[src/rtl/fir_burst_arbiter.sv]
// fir_burst_arbiter: lends one FIR_Filter datapath to NREQ sample streams.
// Ownership is granted in whole bursts, round-robin. After each burst the
// FIR delay line is flushed with TAPS-1 zeros so that no history leaks from
// one requester to the next. Every filtered output is tagged with its
// owner's ID and an end-of-burst marker, aligned to fir_y.
// Optional build macro: FIR_ARB_TIMEOUT_EN. When it is defined, a stalled
// burst is aborted after TIMEOUT idle cycles and the abort port pulses.
`timescale 1ns/1ps

module fir_burst_arbiter #(
  parameter int NREQ    = 2,
  parameter int TAPS    = 4,
  parameter int FIR_LAT = 1
`ifdef FIR_ARB_TIMEOUT_EN
  , parameter int TIMEOUT = 16
`endif
  , localparam int IDW  = (NREQ > 1) ? $clog2(NREQ) : 1
) (
  input  logic              clk,
  input  logic              rst,
  input  logic [NREQ-1:0]   req,
  output logic [NREQ-1:0]   grant,
  input  logic [8*NREQ-1:0] s_data,
  input  logic [NREQ-1:0]   s_valid,
  input  logic [NREQ-1:0]   s_last,
  output logic [NREQ-1:0]   s_ready,
  output logic [7:0]        fir_x,
  input  logic [15:0]       fir_y,
  output logic [15:0]       m_data,
  output logic              m_valid,
  output logic [IDW-1:0]    m_id,
  output logic              m_last
`ifdef FIR_ARB_TIMEOUT_EN
  , output logic            abort
`endif
);

  localparam int CW = $clog2(TAPS);

  typedef enum logic [1:0] {IDLE, STREAM, FLUSH} state_t;

  typedef struct packed {
    logic           valid;
    logic [IDW-1:0] id;
    logic           last;
  } tag_t;

  state_t         state_q, state_d;
  logic [IDW-1:0] last_q, last_d;   // last winner; equals the owner while streaming
  logic [NREQ-1:0] grant_d;
  logic [CW-1:0]  cnt_q, cnt_d;
  logic [7:0]     x_d;
  tag_t           tag_in;
  tag_t           tag_q [FIR_LAT+1];  // stage 0 travels alongside fir_x
  logic [IDW-1:0] win, scan_id;
  logic           found;
  logic [7:0]     s_data_a [NREQ];
  logic           acc;

`ifdef FIR_ARB_TIMEOUT_EN
  localparam int SW = $clog2(TIMEOUT + 1);
  logic [SW-1:0]  stall_q, stall_d;
  logic           abort_d;
`endif

  for (genvar i = 0; i < NREQ; i++) begin : g_split
    assign s_data_a[i] = s_data[8*i+7 : 8*i];
  end

  assign acc     = (state_q == STREAM) && s_valid[last_q];
  assign s_ready = grant;             // grant is only non-zero while streaming
  assign m_data  = fir_y;
  assign m_valid = tag_q[FIR_LAT].valid;
  assign m_id    = tag_q[FIR_LAT].id;
  assign m_last  = tag_q[FIR_LAT].last;

  // Round-robin search: first active request after the previous winner.
  always_comb begin
    win     = last_q;
    found   = 1'b0;
    scan_id = '0;
    for (int k = 1; k <= NREQ; k++) begin
      scan_id = IDW'((int'(last_q) + k) % NREQ);
      if (!found && req[scan_id]) begin
        win   = scan_id;
        found = 1'b1;
      end
    end
  end

  // Next-state, next-grant and filter input selection.
  always_comb begin
    // NOTE: every variable gets a default here so no path leaves one unassigned and infers a latch.
    state_d = state_q;
    grant_d = grant;
    last_d  = last_q;
    cnt_d   = cnt_q;
    x_d     = '0;
    tag_in  = '0;
`ifdef FIR_ARB_TIMEOUT_EN
    stall_d = '0;
    abort_d = 1'b0;
`endif
    case (state_q)
      IDLE: begin
        if (|req) begin
          grant_d = NREQ'(1) << win;
          last_d  = win;
          state_d = STREAM;
        end
      end
      STREAM: begin
        if (acc) begin
          x_d          = s_data_a[last_q];
          tag_in.valid = 1'b1;
          tag_in.id    = last_q;
          tag_in.last  = s_last[last_q];
          if (s_last[last_q]) begin
            grant_d = '0;
            cnt_d   = CW'(TAPS - 1);
            state_d = FLUSH;
          end
        end
`ifdef FIR_ARB_TIMEOUT_EN
        else if (stall_q == SW'(TIMEOUT - 1)) begin
          grant_d = '0;
          cnt_d   = CW'(TAPS - 1);
          abort_d = 1'b1;
          state_d = FLUSH;
        end else begin
          stall_d = stall_q + SW'(1);
        end
`endif
      end
      FLUSH: begin
        cnt_d = cnt_q - CW'(1);
        if (cnt_q == CW'(1)) state_d = IDLE;
      end
      default: state_d = IDLE;
    endcase
  end

  // State, grant, filter input and tag pipe registers.
  always_ff @(posedge clk or negedge rst) begin
    if (!rst) begin
      state_q <= IDLE;
      grant   <= '0;
      last_q  <= IDW'(NREQ - 1);
      cnt_q   <= '0;
      fir_x   <= '0;
      for (int i = 0; i <= FIR_LAT; i++) tag_q[i] <= '0;
`ifdef FIR_ARB_TIMEOUT_EN
      stall_q <= '0;
      abort   <= 1'b0;
`endif
    end else begin
      // NOTE: non-blocking assignments so every register samples pre-edge values.
      state_q  <= state_d;
      grant    <= grant_d;
      last_q   <= last_d;
      cnt_q    <= cnt_d;
      fir_x    <= x_d;
      tag_q[0] <= tag_in;
      for (int i = 1; i <= FIR_LAT; i++) tag_q[i] <= tag_q[i-1];
`ifdef FIR_ARB_TIMEOUT_EN
      stall_q  <= stall_d;
      abort    <= abort_d;
`endif
    end
  end

endmodule
[config.mk]
export PLATFORM = sky130hd
export DESIGN_NAME = fir_burst_arbiter
export DESIGN_NICKNAME = d
export VERILOG_FILES = /design/src/rtl/fir_burst_arbiter.sv
export SDC_FILE = /design/constraint.sdc
export NUM_CORES = 1
export LEC_CHECK = 0
export BUFFER_PORTS_ARGS = -buffer_cell sky130_fd_sc_hd__buf_2
export CAP_MARGIN = 30
export CORE_MARGIN = 1.5
export CORE_UTILIZATION = 44
export DETAILED_ROUTE_END_ITERATION = 8
export HOLD_SLACK_MARGIN = 0.12
export PLACE_DENSITY = 0.93
export SLEW_MARGIN = 20
export SYNTH_ARGS = -nofsm -noshare
export SYNTH_HDL_FRONTEND = slang
export SYNTH_SLANG_ARGS = --single-unit
export TNS_END_PERCENT = 50
[constraint.sdc]
create_clock -name clk -period 3.25 [get_ports clk]
set_input_delay 0.1625 -clock clk [delete_from_list [all_inputs] [get_ports clk]]
set_output_delay 0.1625 -clock clk [all_outputs]
set_load 0.01 [all_outputs]
Word-level counts from Yosys, hierarchy flattened:

Index checks and enable logic that the tools add are counted.

* add/subtract/negate cells: 3
* magnitude comparators: 4
* equal/unequal tests: 7
* shifts and indexed selects: 1
* multiplexer cells: 30
* bitwise logic cells: 1
* reduce and logical (&&, ||, !) cells: 11

Operators by type and width (number)
* 8-bit two-way mux: 5
* 2-bit two-way mux: 9
* 1-bit two-way mux: 11
* 2-bit one-hot mux with 2 select lines: 2
* 4-bit AND reduction: 2
* 1-bit by 2-bit < comparator with 1-bit output (second input constant): 3
* 3-bit two-way mux: 2
* 2-bit inequality test (second input constant): 3
* 2-bit one-hot mux with 3 select lines: 1
* 2-bit by 1-bit == test with 1-bit output (second input constant): 2
* 2-bit nonzero test: 2
* 3-bit AND reduction: 1
* 1-bit adder (second input constant): 2
* 2-bit == test (second input constant): 1
* 2-bit >= comparator (second input constant): 1
* 1-bit logical AND: 2
* 2-bit zero test: 1
* 2-bit by 1-bit inequality test with 1-bit output (second input constant): 1
* 1-bit NOT with 2-bit output: 1
* 2-bit AND reduction: 1
* 2-bit OR reduction: 1
* 1-bit by 1-bit left shift with 2-bit output (first input constant): 1
* 2-bit by 1-bit subtractor with 2-bit output (second input constant): 1
* 1-bit zero test: 1

* register bits after elaboration: 21
* bits of input ports: 40
* output and inout port bits: 31
* word-level logic and storage cells: 68

Logic depth before layout (Yosys ltp):

Gate-level depths: netlist of run 1.

* depth after elaboration: 10
* gate-level depth with buffers: 5
* gate-level depth less buffers: 4

Worst setup path before layout of run 1:

No wires, ideal clock.

* path kind: register to register
* from: register last_q
* to: register tag_q[3] (netlist bit)
* library setup time: 128 ps
* arrival time: 1127 ps
* data required time: 3122 ps
* slack: 1995 ps
* cell stages (with the launch flop): 6
* buffers on the path: 2
* period minus slack after synthesis: 1255 ps
* cells stage by stage: dfstp_2 buf_6 mux2i_1 nand2b_4 buf_6 nor2_1

RTL lines
* start, declared: RTL line 49 `logic [IDW-1:0] last_q, last_d;`
* start signal, assigned: RTL line 148 `last_q <= IDW'(NREQ - 1);`
* start signal, assigned: RTL line 160 `last_q <= last_d;`
* end, declared: RTL line 54 `tag_t tag_q [FIR_LAT+1];`

Worst setup path after layout of run 1:

* from: register last_q
* to: register fir_x[4]

* longest elaborated chain between the ends: 6
* elaborated cells on any way between the ends: 9
* those cells by class: 7 x mux; 1 x bitwise; 1 x reduce/logical

RTL lines
* 1-bit NOT with 2-bit output (implied by the code): RTL line 114 `x_d = s_data_a[last_q];`
* 8-bit two-way mux (implied by the code) (3 in a row): RTL line 114
* 8-bit two-way mux (*): RTL line 113 `if (acc) begin`
* 8-bit two-way mux (*): RTL line 104 `case (state_q)`
* via x_d[4]: RTL line 52 `logic [7:0] x_d;`
* end signal, assigned: RTL line 150 `fir_x <= '0;`
* end signal, assigned: RTL line 162 `fir_x <= x_d;`
* end, declared: RTL line 27 `output logic [7:0] fir_x,`

The timed path passes the listed nets; every way through them passes the cells marked *. The select of a mux whose other input is x is not followed.
A chain may end at the register's enable or synchronous reset.

==> results of run 1 <==
==> metal layers <==
metal	part of all wire, %	up-vias	global-route usage, %
met2	53	58	33.54
met3	8.2	18	5.172
met1	34	398	19.08
met4	4.8	0	12.82
met5	0	-	0
li1	-	376	-
==> power by group through the flow <==
stage                     sequential [mW]  clock, mW  combinational [mW]
final                               0.464      0.125               0.421
after global routing                0.483      0.141               0.461
after CTS                           0.463      0.127               0.414
after detailed placement            0.468          0               0.375
after global placement              0.462          0               0.355
after floorplan                     0.430          0               0.349
==> state kept, by name (all words and copies together) (netlist names) <==
register / count
m_id: 1
m_valid: 1
fir_x: 8
m_last: 1
tag_q: 3
state_q: 2
last_q: 1
cnt_q: 2
grant: 2
==> final cells by class <==
cell class                 count  area share, %
clock inverter                 1         0.3850
inverter                       6          1.732
tap                           28          2.695
clock buffer                   3          1.732
sequential                    21          40.52
multi-input combinational     48          25.99
timing repair buffer          54          26.95
==> kinds of logic after synthesis <==
group                    after synthesis
adder cells (fa/ha/maj)                1
multiplexers                          11
buffers and inverters                 29
flip-flops                            21
AO/OA/AOI/OAI                         12
AND/OR/NAND/NOR                       24
==> worst min path at each step <==
stage / start / end / depth (start not counted)
floorplan: rst / cnt_q[0] / 0
global placement: rst / m_last / 1
detailed placement: rst / m_last / 1
CTS: s_data[9] / fir_x[1] / 3
global route: s_valid[1] / tag_q[4] / 2
finish: s_valid[1] / tag_q[4] / 2
==> layout by cell type, fill, tap and decap left out, drive strengths merged <==
| master | synthesis | routed |
|---|---|---|
| buf | 23 | 38 |
| dfrtp | 20 | 20 |
| dlygate4sd3 | 0 | 16 |
| mux2i | 11 | 11 |
| nor2 | 10 | 10 |
| inv | 6 | 6 |
| a21oi | 3 | 3 |
| nand2 | 3 | 3 |
| clkbuf | 0 | 3 |
| nand2b | 3 | 3 |
| and3 | 2 | 2 |
| nor3b | 2 | 2 |
| a211oi | 2 | 2 |
| a32oi | 2 | 2 |
| o21ai | 2 | 2 |
| nor2b | 1 | 1 |
| o22ai | 1 | 1 |
| nand3 | 1 | 1 |
| nand3b | 1 | 1 |
| a211o | 1 | 1 |
| o22a | 1 | 1 |
| nor3 | 1 | 1 |
| ha | 1 | 1 |
| clkinv | 0 | 1 |
| dfstp | 1 | 1 |
==> results.txt, run 1 <==
status - finished clean
DP Area - 1112 µm²
CTS Sinks - 21
Flop pwr share - 46.0%
Most used DFF post-synth - dfrtp_1
crit share post-route - 54.63%
Seq/Total Area, Yosys - 49.59%
hold-fix buffer count after cts - 15
Tightest Pin Transition - 0.4105 ns
xor/xnor share of the synthesized area - 0%
DRT Pass-1 Iters - 6
initial antenna violation count - 0
top-area cell type share of the netlist area - 47.11%
largest net degree at the start of global routing - 22
global-route wire length before repair - 3.677 mm
cts bufs inserted - 3
Worst Path Max Fanout - 17
wire per inst - 14.98 µm
Seq cells post-synth - 21
Crit path largest cell delay - 0.79 ns
detailed placement HPWL - 1.574 mm
Vias - 850
Commonest cells post-synth - dfrtp_1 (20), buf_4 (19), mux2i_1 (11)
Power Dens Cells - 776.9 nW/µm²
Via density - 5.280
Layout Skew - 0.005247 ns
pre-CTS setup slack - 1.753 ns
Crit-path slowest cell - dfstp_2
Die Y - 52.14 µm
Total Neg Setup Slack - 0 ns
GRT overflow - 0
mapped cell area - 1062 µm²
R2R Setup Slk - 1.47 ns
FILL cells - 186
startpoint types - flop
Peak VDD IR - 0.3843 mV
FF-to-FF path depth - 3
ys async rst share - 100.0%
htree depth - 1
min setup slack post-route - 1.474 ns
Layout Nets - 175
routability cong. - 0.8084
Post-Synth Simple-Gate Area - 12.60%
design area - 1300 µm²
total global-route track usage - 18.93%
Distinct cells, synth - 25
CP Capture Type - flop
Fin. Hold Viols - 0
syn_area_per_cell - 10.84 µm²
synthesized netlist cell count - 98
final-report setup violation count - 0
Compound-Gate Fraction of Synth Area - 7.656%
vias in the first global route - 819
worst r2r src - last_q
fmax - 563.2 MHz
Top delay family on crit path - flip-flops
Synth area leader - dfrtp_1
antenna-violating nets left - 0
I/O Buffers - 38
post-synthesis adder-cell area fraction - 1.178%
DRC errors left - 0
Logic pwr share - 41.7%
post-CTS setup buffer count - 0
critical path class - flop to flop
initial DRC count - 14
RSZ-0062 raised after global routing - no
CORE AREA - 2255 µm²
number of synthesized flops with an enable pin - 0
count leader, synth - dfrtp_1
Die W - 52.14 µm
CTS max path bufs - 2
worst reg2reg path endpoint - fir_x[4]
crit path buf inv count - 1
internal power - 0.6301 mW
Yosys warning count - 0
Area contributors post-synth - dfrtp_1 (47%), buf_4 (13%), mux2i_1 (10%)
Worst Hold Margin - 0.1426 ns
largest family of logic cells by synthesized area - buffers and inverters
Layout Utilization - 57.66%
Post-Place Cells - 141
Post-Route WL - 2.412 mm
# diodes - 0
Critical Path RT - 3.46 ns
Area Growth Syn to Fin - 22.38%
leak pwr - 0.7255 nW
Worst Setup EP - fir_x[4]
hold crit path type - input pin to flop
multi-input combinational cell area - 337.8 µm²
layout cells sized above 1 - 33.83%
WP depth - 3
CP cell instances - mux2i_1 > dlygate4sd3_1 > nor2_1
CP arrival - 1.99 ns
Core Rows - 17
total power - 1.010 mW
Worst-Skew Late Latency - 0.31 ns
Clock Power Share - 12.4%
CTS resizes - 0
Mapped Nets - 139
post-synthesis mux area share - 10.37%
TritonCTS clock tree - yes
Final Non-Filler Cells - 161
Sw Ratio - 37.62%
CTS clock-pin slew for the worst setup and hold paths - 0.12 ns
Worst slew margin - 71.85%
Switch Pwr - 0.3800 mW
max-slew violations - 0
register area - 526.8 µm²
io pins - 71
clk root buf - clkbuf_4
die footprint - 2718 µm²
Starting Density - 47.11%
Max Cap Viol - 0
crit path from - last_q
Tmin final - 1.776 ns
No activity file was read; power rests on OpenSTA's default activity.
==> run 2: changes to the inputs <==
- ABC_AREA: not set -> 1
- CORE_UTILIZATION: 44 -> 40
- PLACE_DENSITY: 0.93 -> 0.87
- clock period: 3.25 -> 1.83 ns (I/O delays scaled with it)
==> results.txt, run 2 <==
global-route wire length before repair - 3.967 mm (+7.9%)
Post-Route WL - 2.617 mm (+8.5%)
die footprint - 2914 µm² (+7.2%)
Area contributors post-synth - dfrtp_1 (48%), buf_4 (14%), nand2_1 (12%)
mapped cell area - 1040 µm² (-2.1%)
top-area cell type share of the netlist area - 48.13% (+1.0 points)
hold path depth - 5 (+3)
startpoint types - flop
Yosys warning count - 0 (unchanged)
Die W - 53.99 µm (+3.5%)
RSZ-0062 raised after global routing - no
DRT Pass-1 Iters - 5 (-1)
number of synthesized flops with an enable pin - 0 (unchanged)
detailed placement HPWL - 1.602 mm (+1.8%)
htree depth - 1 (unchanged)
io pins - 71 (unchanged)
Power Dens Cells - 1360 nW/µm² (+75%)
vias in the first global route - 899 (+9.8%)
Hold Path Sink - tag_q[3]
CTS max path bufs - 2 (unchanged)
commonest non-fill, non-tap cell in the layout - buf_2
I/O Buffers - 38 (unchanged)
Worst Path Max Fanout - 13 (-4)
CTS Sinks - 21 (unchanged)
antenna-violating nets left - 0 (unchanged)
GRT overflow - 0 (unchanged)
design area - 1320 µm² (+1.5%)
# diodes - 0 (unchanged)
layout cells sized above 1 - 37.66% (+3.8 points)
max reg flops - 8 (unchanged)
Total Neg Setup Slack - 0 ns (unchanged)
leak pwr - 0.7368 nW (+1.6%)
Layout Skew - 0.002825 ns (-0.002423 ns)
final-report setup violation count - 0 (unchanged)
pre-CTS setup slack - 0.3730 ns (-1.380 ns)
Critical Path RT - 2.07 ns (-1.39 ns)
FF-to-FF path depth - 8 (+5)
max-slew violations - 0 (unchanged)
Worst-Skew Late Latency - 0.30 ns (about the same)
min setup slack post-route - 0.2879 ns (-1.186 ns)
cts bufs inserted - 3 (unchanged)
Via density - 4.853 (-8.1%)
CTS resizes - 0 (unchanged)
Tmin final - 1.542 ns (-0.2335 ns)
commonest non-fill, non-tap cells in the layout - buf_2 (38), nand2_1 (32), dfrtp_1 (20)
TritonCTS clock tree - yes
Die Y - 53.99 µm (+3.5%)
count leader, synth - nand2_1
Layout Nets - 196 (+12%)
Seq cells post-synth - 21 (unchanged)
wire per inst - 14.22 µm (-5.1%)
Worst Hold Margin - 0.1814 ns (+0.03874 ns)
Most used DFF post-synth - dfrtp_1
routability cong. - 0.7282 (-9.9%)
Seq/Total Area, Yosys - 50.66% (+1.1 points)
Starting Density - 41.97% (-5.1 points)
synthesized netlist cell count - 114 (+16%)
Fin. Hold Viols - 0 (unchanged)
largest net degree at the start of global routing - 22 (unchanged)
clk root buf - clkbuf_4
Area Growth Syn to Fin - 26.96%
initial DRC count - 21 (+7)
Top reg by flops - fir_x
worst r2r src - last_q
CP Capture Type - flop
DRC errors left - 0 (unchanged)
fmax - 648.5 MHz (+15%)
ys async rst share - 100.0% (unchanged)
CP arrival - 1.78 ns (-0.21 ns)
Tightest Pin Transition - 0.4550 ns (+0.04452 ns)
worst min-delay path startpoint - s_last[0]
Worst slew margin - 69.67% (-2.2 points)
Commonest cells post-synth - nand2_1 (32), dfrtp_1 (20), buf_4 (19)
status - finished clean
CTS clock-pin slew for the worst setup and hold paths - 0.11 ns (about the same)
Max Cap Viol - 0 (unchanged)
critical path class - flop to flop
R2R Setup Slk - 0.29 ns (-1.19 ns)
Distinct cells, synth - 21 (-16%)
crit share post-route - 84.27% (+30 points)
initial antenna violation count - 0 (unchanged)
Synth area leader - dfrtp_1
Mapped Nets - 155 (+12%)
syn_area_per_cell - 9.121 µm² (-16%)
FILL cells - 225 (+21%)
CORE AREA - 2477 µm² (+9.9%)
registers with the most flip-flops - fir_x x8, tag_q x3
DP Area - 1114 µm² (+0.11%)
hold crit path type - input pin to flop
Peak VDD IR - 0.6990 mV (+82%)
Vias - 893 (+5.1%)
Core Rows - 18 (+1)
worst reg2reg path endpoint - grant[0]
total global-route track usage - 20.12% (+1.2 points)
[run 2: final cells by class]
class	count	area (µm²)	area share [%]
Tap cell	30	37.54	2.844
Timing Repair Buffer	56	370.4	28.06
Inverter	10	37.54	2.844
Sequential cell	21	526.8	39.91
Clock buffer	4	26.28	1.991
Multi-Input combinational cell	63	321.6	24.36
[run 2: cells by family (layout without fill, tap and decap cells)]
group | Yosys count | count (layout) | synth area share, %
AOI/OAI and AO/OA | 14 | 14 | 7.822
DFF | 21 | 21 | 50.66
adders and majority gates | 1 | 1 | 1.203
buffers and inverters | 30 | 70 | 18.41
and+or+nand+nor | 48 | 48 | 21.90
[run 2: worst max path at each step]
| stage | startpoint | endpoint | slack, ns | cells after the start |
|---|---|---|---|---|
| final | last_q | grant[0] | 0.29 | 8 |
| after global routing | last_q | grant[1] | 0.18 | 8 |
| after CTS | last_q | grant[1] | 0.35 | 8 |
| after detailed placement | last_q | grant[1] | 0.37 | 8 |
| after global placement | last_q | state_q[1] | 0.45 | 7 |
| after floorplan | last_q | cnt_q[1] | 0.69 | 8 |
[run 2: metrics by stage]
| stage | utilization, % | power, mW | cells |
|---|---|---|---|
| final | 53.28 | 1.795 | 184 |
| after global routing | 53.28 | 1.942 | 184 |
| after CTS | 53.28 | 1.780 | 184 |
| after detailed placement | 44.95 | 1.537 | 162 |
| after global placement | 44.95 | 1.485 | 162 |
| after floorplan | - | 1.374 | 114 |
[run 2: per-layer routing]
layer	wire, µm	GRT usage (%)
met5	0	0
met4	158	17.50
met3	207	3.056
met2	1368	37.40
met1	883	18.79
[run 2: worst max-delay path, stage by stage, from the launching register on]
cell and delay [ns]:
dfstp_2 0.68, inv_2 0.16, nand2_1 0.11, nand2_1 0.06, nand2_2 0.19, nand2_2 0.08
nand2_2 0.08, nand2_1 0.06, nand2_1 0.06
[run 2: report_power, final]
group          internal (mW)  leakage, nW  total [mW]  switching, mW
logic                  0.309        0.453       0.825          0.516
registers              0.645        0.269       0.753          0.108
clock network         0.0849       0.0150       0.217          0.132
[run 2: what timing repair did]
action,in CTS,in global routing
hold endpoints to repair,30,0
hold buffers,18,0
setup buffers,0,0
==> run 3: changes to the inputs <==
- CORE_UTILIZATION: 40 -> 36
- PLACE_DENSITY: 0.87 -> 0.83
- clock period: 1.83 -> 1.4 ns (I/O delays scaled with it)
==> results.txt, run 3 (synthesis gave the netlist of run 2 again) <==
status - finished clean
initial antenna violation count - 0 (unchanged)
CTS Sinks - 21 (unchanged)
Critical Path RT - 1.59 ns (-0.48 ns)
FILL cells - 233 (+3.6%)
DRT Pass-1 Iters - 4 (-1)
Layout Skew - 0.008908 ns (+0.006083 ns)
Worst-Skew Late Latency - 0.30 ns (about the same)
Area Growth Syn to Fin - 29.12%
DP Area - 1130 µm² (+1.5%)
Tightest Pin Transition - 0.4589 ns (+0.003955 ns)
startpoint types - flop
vias in the first global route - 857 (-4.7%)
commonest non-fill, non-tap cells in the layout - buf_2 (38), nand2_1 (32), dfrtp_1 (20)
CTS clock-pin slew for the worst setup and hold paths - 0.12 ns (about the same)
TritonCTS clock tree - yes
Layout Nets - 198 (+1.0%)
total global-route track usage - 15.17% (-4.9 points)
post-CTS setup buffer count - 0 (unchanged)
CP arrival - 1.46 ns (-0.32 ns)
layout cells sized above 1 - 39.10% (+1.4 points)
fmax - 787.7 MHz (+21%)
GRT overflow - 0 (unchanged)
leak pwr - 0.7540 nW (+2.3%)
Die Y - 56.74 µm (+5.1%)
registers with the most flip-flops - fir_x x8, tag_q x3
crit share post-route - 90.68% (+6.4 points)
Max Cap Viol - 0 (unchanged)
Peak VDD IR - 0.9529 mV (+36%)
Worst Hold Margin - 0.1400 ns (-0.04138 ns)
I/O Buffers - 38 (unchanged)
Core Rows - 19 (+1)
total power - 2.364 mW (+32%)
max reg flops - 8 (unchanged)
cts bufs inserted - 3 (unchanged)
Starting Density - 37.70% (-4.3 points)
CTS max path bufs - 2 (unchanged)
htree depth - 1 (unchanged)
# diodes - 0 (unchanged)
commonest non-fill, non-tap cell in the layout - buf_2
detailed placement HPWL - 1.322 mm (-18%)
antenna-violating nets left - 0 (unchanged)
max-slew violations - 0 (unchanged)
Total Neg Setup Slack - 0 ns (unchanged)
design area - 1343 µm² (+1.7%)
Die W - 56.74 µm (+5.1%)
DRC errors left - 0 (unchanged)
Fin. Hold Viols - 0 (unchanged)
Worst Path Max Fanout - 10 (-3)
Top reg by flops - fir_x
io pins - 71 (unchanged)
CP Capture Type - flop
CORE AREA - 2758 µm² (+11%)
initial DRC count - 30 (+43%)
clk root buf - clkbuf_4
Via density - 4.449 (-8.3%)
die footprint - 3219 µm² (+10%)
wire per inst - 11.99 µm (-16%)
critical path class - flop to flop
hold crit path type - input pin to output port
largest net degree at the start of global routing - 22 (unchanged)
global-route wire length before repair - 3.670 mm (-7.5%)
Power Dens Cells - 1761 nW/µm² (+29%)
Vias - 832 (-6.8%)
Post-Route WL - 2.242 mm (-14%)
Worst slew margin - 69.40% (-0.26 points)
RSZ-0062 raised after global routing - no
final-report setup violation count - 0 (unchanged)
Tmin final - 1.270 ns (-0.2725 ns)
routability cong. - 0.8615 (+18%)
-- run 3: worst paths after layout --
kind | start | end | slack [ns] | cells past startpoint
worst min register to register | tag_q[4] | m_id | 0.36 | 0
worst max register to register | last_q | state_q[1] | 0.13 | 7
worst min-delay path | fir_y[0] | m_data[0] | 0.14 | 0
min in group asynchronous | rst | fir_x[0] | 0.24 | 2
max in group asynchronous | rst | last_q | 0.82 | 2
worst max-delay path | last_q | state_q[1] | 0.13 | 7
-- run 3: cell type report --
type,instances,area [µm²],area share (%)
flip-flops and latches,21,526.8,39.24
repair buffers,58,385.4,28.70
multi-input cells,63,326.6,24.32
well taps,31,38.79,2.889
inverters,10,37.54,2.796
clock buffers,3,22.52,1.678
clock inverters,1,5.005,0.3728
-- run 3: stage by stage --
step	util, %	setup WS, ns	cells
after floorplan	-	0.2636	114
after global placement	40.97	0.1759	165
after detailed placement	40.97	0.1214	165
after CTS	48.50	0.1037	187
after global routing	48.68	0.04400	187
final	48.68	0.1304	187
-- run 3: where the power goes --
group          internal [mW]  switching, mW
Combinational          0.442          0.680
Sequential             0.842          0.114
Clock                  0.106          0.179
-- run 3: metal layers --
layer	up-vias	part of all wire (%)	global-route usage, %
li1	415	-	-
met1	371	39	15.23
met2	42	51	28.24
met3	4	9.7	3.456
met4	0	1.0	8.638
met5	-	0	0
-- run 3: repair_timing --
| item | CTS | global route |
|---|---|---|
| endpoints found under the setup margin | 0 | 1 |
| gates resized for setup | 0 | 1 |
| hold endpoints to repair | 30 | 0 |
| hold buffers | 18 | 0 |
-- run 3: worst max-delay path, stage by stage (launching register included) --
cell and delay [ns]:
dfstp_2 0.62, inv_2 0.07, nand2_1 0.07, nand2_1 0.08, nand2_4 0.14, inv_2 0.05, nand2_1 0.07, o21ai_1 0.06
